## src/rtl/pc_fetch_unit.sv

```systemverilog
// PC register and fetch sequencer: IDLE -> FETCH -> ISSUED loop with redirect, stall and misalign halt.
// Optional delivered-instruction counter enabled by defining PC_FETCH_COUNT_EN.
module pc_fetch_unit #(
  parameter logic [31:0] RESET_VECTOR = 32'h0000_0000
) (
  input  logic        clk,
  input  logic        rst,
  input  logic        stall_i,
  input  logic        redirect_i,
  input  logic [31:0] redirect_target_i,
  input  logic [31:0] seq_pc_i,
  output logic [31:0] pc_o,
  output logic        imem_req_o,
  input  logic        imem_ack_i,
  input  logic [31:0] inst_i,
  output logic [31:0] inst_o,
  output logic        inst_valid_o,
  output logic        misalign_o,
  output logic [31:0] fetch_count_o
);

  typedef enum logic [1:0] {IDLE, FETCH, ISSUED, HALT} state_t;

  state_t      state_reg, state_next;
  logic [31:0] pc_reg, pc_next;
  logic [31:0] inst_reg, inst_next;
  logic        misalign_reg, misalign_next;
  logic        target_ok;

  assign target_ok = (redirect_target_i[1:0] == 2'b00);

  always_comb begin
    state_next    = state_reg;
    pc_next       = pc_reg;
    inst_next     = inst_reg;
    misalign_next = misalign_reg;
    case (state_reg)
      IDLE: begin
        state_next = FETCH;
        if (redirect_i) begin
          if (target_ok) begin
            pc_next = redirect_target_i;
          end else begin
            misalign_next = 1'b1;
            state_next    = HALT;
          end
        end
      end
      FETCH: begin
        // A redirect wins over a same-cycle ack; the acked word is dropped.
        if (redirect_i) begin
          if (target_ok) begin
            pc_next    = redirect_target_i;
            state_next = IDLE;
          end else begin
            misalign_next = 1'b1;
            state_next    = HALT;
          end
        end else if (imem_ack_i) begin
          inst_next  = inst_i;
          state_next = ISSUED;
        end
      end
      ISSUED: begin
        if (redirect_i) begin
          if (target_ok) begin
            pc_next    = redirect_target_i;
            state_next = IDLE;
          end else begin
            misalign_next = 1'b1;
            state_next    = HALT;
          end
        end else if (!stall_i) begin
          pc_next    = seq_pc_i;
          state_next = FETCH;
        end
      end
      HALT: begin
        state_next = HALT;
      end
      default: begin
        state_next = IDLE;
      end
    endcase
  end

  always_ff @(posedge clk) begin
    if (rst) begin
      state_reg    <= IDLE;
      pc_reg       <= RESET_VECTOR;
      inst_reg     <= 32'h0000_0000;
      misalign_reg <= 1'b0;
    end else begin
      state_reg    <= state_next;
      pc_reg       <= pc_next;
      inst_reg     <= inst_next;
      misalign_reg <= misalign_next;
    end
  end

  assign pc_o         = pc_reg;
  assign inst_o       = inst_reg;
  assign misalign_o   = misalign_reg;
  assign imem_req_o   = (state_reg == FETCH);
  assign inst_valid_o = (state_reg == ISSUED);

`ifdef PC_FETCH_COUNT_EN
  logic        accept;
  logic [31:0] count_reg;

  assign accept = (state_reg == FETCH) && imem_ack_i && !redirect_i;

  always_ff @(posedge clk) begin
    if (rst) begin
      count_reg <= 32'h0000_0000;
    end else if (accept) begin
      count_reg <= count_reg + 32'd1;
    end
  end

  assign fetch_count_o = count_reg;
`else
  assign fetch_count_o = 32'h0000_0000;
`endif

endmodule

```

## config.mk

```make
export PLATFORM = sky130hd
export DESIGN_NAME = pc_fetch_unit
export DESIGN_NICKNAME = d
export VERILOG_FILES = /design/src/rtl/pc_fetch_unit.sv
export SDC_FILE = /design/constraint.sdc
export NUM_CORES = 1
export LEC_CHECK = 0
export ABC_AREA = 1
export CAP_MARGIN = 5
export CORE_AREA = 2 2 77 79
export CTS_BUF_LIST = sky130_fd_sc_hd__clkbuf_8 sky130_fd_sc_hd__clkbuf_16
export CTS_CLUSTER_SIZE = 40
export DETAILED_ROUTE_END_ITERATION = 8
export DIE_AREA = 0 0 79 81
export DONT_BUFFER_PORTS = 1
export GPL_TIMING_DRIVEN = 0
export PLACE_DENSITY_LB_ADDON = 0.05
export SETUP_SLACK_MARGIN = 0.05
export SLEW_MARGIN = 20
export SYNTH_ARGS = -nofsm -noshare
export SYNTH_HDL_FRONTEND = slang
export SYNTH_SLANG_ARGS = --single-unit
```

## constraint.sdc

```tcl
create_clock -name clk -period 1.5 [get_ports clk]
set_input_delay 0.3 -clock clk [delete_from_list [all_inputs] [get_ports clk]]
set_output_delay 0.3 -clock clk [all_outputs]
set_load 0.02 [all_outputs]
```

* Word-level counts from Yosys, hierarchy flattened
Cells that the tools add are included.
** Operators by class
- Eq/ne operators :: 6
- Mux-type cells :: 13
- Bitwise operators :: 2
- Reductions and logical operators :: 9
** Operator list (number)
- $mux 32 :: 4
- $pmux 32 s2 :: 1
- $mux 2 :: 7
- $reduce_and 3->1 :: 3
- $pmux 2 s4 :: 1
- $eq 2x2->1 const B :: 2
- $logic_not 2->1 :: 2
- $ne 3x2->1 const B :: 1
- $ne 3x3->1 const B :: 1
- $reduce_or 3->1 :: 1
- $eq 2x1->1 const B :: 1
- $ne 2x1->1 const B :: 1
- $not 1->1 :: 2
- $reduce_and 2->1 :: 1
- $reduce_bool 2->1 :: 1
- $reduce_or 2->1 :: 1
** Word-level totals
- Bits in registers :: 67
- Bits of input ports :: 101
- Logic and storage cells :: 34

* Longest topological paths before layout
- Depth in word-level cells :: 4
- Depth in mapped cells :: 10
- Depth with buffers taken out :: 8

* Worst setup path after synthesis
No wires, ideal clock.
- Path kind :: reg2reg
- Start point :: register state_reg[0]
- End point :: register inst_reg[22] (netlist: inst_o[22])
- Setup time :: 65 ps
- Data arrival time :: 1455 ps
- Required time :: 1435 ps
- Slack :: -20 ps
- Cell stages (with the launch flop) :: 8
- Buffers on the path :: 1
- Period minus slack after synthesis :: 1520 ps
- Cells stage by stage :: dfxtp_1 inv_1 nor2_1 nand3_1 inv_1 buf_4 nor2_1 nor2_1
** On the way
- Word-level cells in the longest chain between the ends :: 2
** RTL lines
- start: declaration :: line 24 : state_t state_reg, state_next;
- start signal: assignment :: line 94 : state_reg <= state_next;
- $eq 2x1->1
- named net imem_req_o :: line 13 : output logic imem_req_o,
- $reduce_and 3->1 (no line)
- end signal: assignment :: line 96 : inst_reg <= inst_next;
- end: declaration :: line 26 : logic [31:0] inst_reg, inst_next;
The timed path passes the listed nets, and every way through them passes these cells.
A chain may end at the register's enable or synchronous reset.

* Worst setup path in the final report
- Start point :: register state_reg[0]
- End point :: register pc_reg[28] (netlist: pc_o[28])
** On the way
- Word-level cells in the longest chain between the ends :: 4
** RTL lines
- $eq 2x1->1 / $logic_not 2->1 (equally long branches) :: line 37 : case (state_reg)
- $reduce_or 2->1 (no line)
- $ne 2x1->1 (no line) / $reduce_bool 2->1 (equally long branches)
- $reduce_and 3->1 (no line)
- end signal: assignment :: line 95 : pc_reg <= pc_next;
- end: declaration :: line 25 : logic [31:0] pc_reg, pc_next;
Several ways; a longest one is shown, not always the timed one.

==> results.toml <==
[setup_path]
r2r-start = "state_reg[0]"
worstPathArrival_ns = 1.66
cp-start-kind = "flip-flop"
cp_common_cell = "nor2_1"
path_cells = "inv_4, nand2_4, o21ai_0, nand3_2, inv_1, buf_6, buf_8, nor2_1, nor2_1"
r2r_slack_ns = 0.12
reg2reg_to = "pc_o[28]"
cp-end-kind = "flip-flop"
cp_max_fo = 10
r2r_cells = 9
required_ns = 1.78
crit_slowest_cell = "dfxtp_4"
cpPeakStageDelay_ns = 0.36
criticalPathCategory = "reg2reg"

[pwr]
vdd_drop_max_mv = 0.844
p_per_area_nw_per_um2 = 1200
p_leak_nw = 1.60

[placed_design]
place_inst = 557
numPortBuffers = 0
dpl.hpwl_um = 5860
gp_congestion = 0.800

[die]
die_height_um = 81
dieArea_um2 = 6400
ios = 200
die_x_um = 79
num_rows = 28
coreArea_um2 = 5680
start_util_pct = 54.2

[clocking]
clock_latency_ns = 0.34
clockBufferDepth = 2
cts_root_buffer = "clkbuf_8"
cts_setup_buffers = 0
cts_buffers = 9
cts_tree = "yes"
clock_sinks = 67
clk_pin_slew_worst_paths_ns = 0.07
h-tree-depth = 3

[sta]
skew_ns = 0.00689
period_minus_slack_ns = 1.38
period_share_pct = 92.1
slew_violations = 0
rsz0062_at_grt = "yes"
hold_viol = 0
finalSetupViolations = 0
max_clock_freq_ghz = 0.724
hold_ws_ns = 0.0227

[routing]
drt_iter0_drc = 117
vias = 2856
first_pass_iters = 4
vias_per_cell = 4.97
wl_um = 7720
drc_errors = 0
wl_per_cell_um = 13.4
antenna_left = 0

[outcome]
status = "finished, final reports clean"

[hold_path]
hold_end = "pc_o[1]"
hp-start = "rst"
hold_depth = 1
hp-class = "in2reg"

[grt]
antenna_found_initial = 0
grt_pass1_wl_um = 11400
gr-total-overflow = 0
grt_pass1_vias = 2454
grt_max_degree = 13
grt_usage_pct = 22.9
use_met3_pct = 11.0
grtUsageMet2_pct = 39.6
use_met1_pct = 24.7
busiest_layer = "met2"

[logic_synthesis]
synth_cell_type_count = 16
yosys-top-cells-area = "dfxtp_1 (44%), nor2_1 (16%), o21ai_0 (11%)"
yosysWarnings = 0
synth_area_per_cell_um2 = 6.82
synth.cell_area_um2 = 3070
ys_seq_area_share_pct = 43.6
netlist_instances = 451
synth_top_cell_area_share_pct = 43.6
ys_seq_elements = 67
synth_largest_area_cell = "dfxtp_1"

[finish]
mostFrequentLayoutCell = "nor2_1"
num-nets-final = 596
finish.utilization_pct = 63.5
instances_no_fill = 575
diodes = 0
most-common-layout-cells = "nor2_1 (125), nand2_1 (70), dfxtp_1 (65)"
area_growth_syn_to_layout_pct = 17.3
drive_above_1_share_pct = 15.6

[job]
drv_cap = 0
## cells in the mapped netlist, drive strengths merged
cell type,number
a21oi,5
buf,45
clkbuf,14
clkinv,1
conb,1
dfxtp,67
inv,12
nand2,72
nand3,38
nor2,129
o21a,1
o21ai,66
## cells by family after synthesis
kind of cell / share of synthesized area (%)
AND/OR/NAND/NOR: 30.7
other: 0.122
buffers and inverters: 13.7
flip-flops: 43.6
AO/OA/AOI/OAI: 11.8
## area by class of cell
class	instances	area, µm²
Multi-Input combinational cell	343	1480
Inverter	13	56.3
Tap cell	75	93.8
Sequential cell	67	1350
Clock buffer	11	151
Timing Repair Buffer	2	20.0
Buffer	59	392
Fill cell	542	2070
Clock inverter	5	61.3
## worst max-delay path, delay by kind of cell, from the launching register on
kind            cells  cell delay (ns)
buf+inv             4             0.48
flops               1             0.36
simple gates        4             0.36
compound gates      1             0.11
## how the worst max path moves through the flow
stage,startpoint,end,slack [ns]
2_1_floorplan,state_reg[1],pc_o[21],0.09
3_3_place_gp,state_reg[1],pc_o[30],-0.13
3_5_place_dp,state_reg[1],pc_o[25],-0.15
4_1_cts,state_reg[0],inst_o[25],0.06
5_1_grt,state_reg[0],pc_o[27],0.02
6_report,state_reg[0],pc_o[28],0.12
## routing by layer
layer / wire [µm] / up-vias
li1: - / 1462
met1: 3000 / 1242
met2: 3770 / 138
met3: 826 / 14
met4: 119 / 0
met5: 0 / -
## report_power, final
| group | leakage, nW | internal, mW | switching [mW] | total [mW] |
|---|---|---|---|---|
| logic | 0.940 | 0.245 | 0.399 | 0.643 |
| registers | 0.548 | 1.90 | 0.236 | 2.14 |
| clock network | 0.109 | 0.864 | 0.699 | 1.56 |
## stage by stage
stage                     area (µm²)  TNS, ns  setup slack, ns  total power [mW]
after global placement          3290    -4.42           -0.135              2.76
final                           3610        0            0.119              4.34
after global routing            3610        0           0.0235              4.57
after detailed placement        3290    -5.04           -0.152              2.78
after CTS                       3540        0           0.0559              4.35
after floorplan                 3190        0           0.0893              2.66
## timing repair
action / CTS / global route
hold endpoints to repair: 1 / 2
pin swaps: 0 / 3
endpoints found under the setup margin: 59 / 57
hold buffers: 1 / 1
resized for setup: 12 / 29
(Power assumes the default switching activity.)
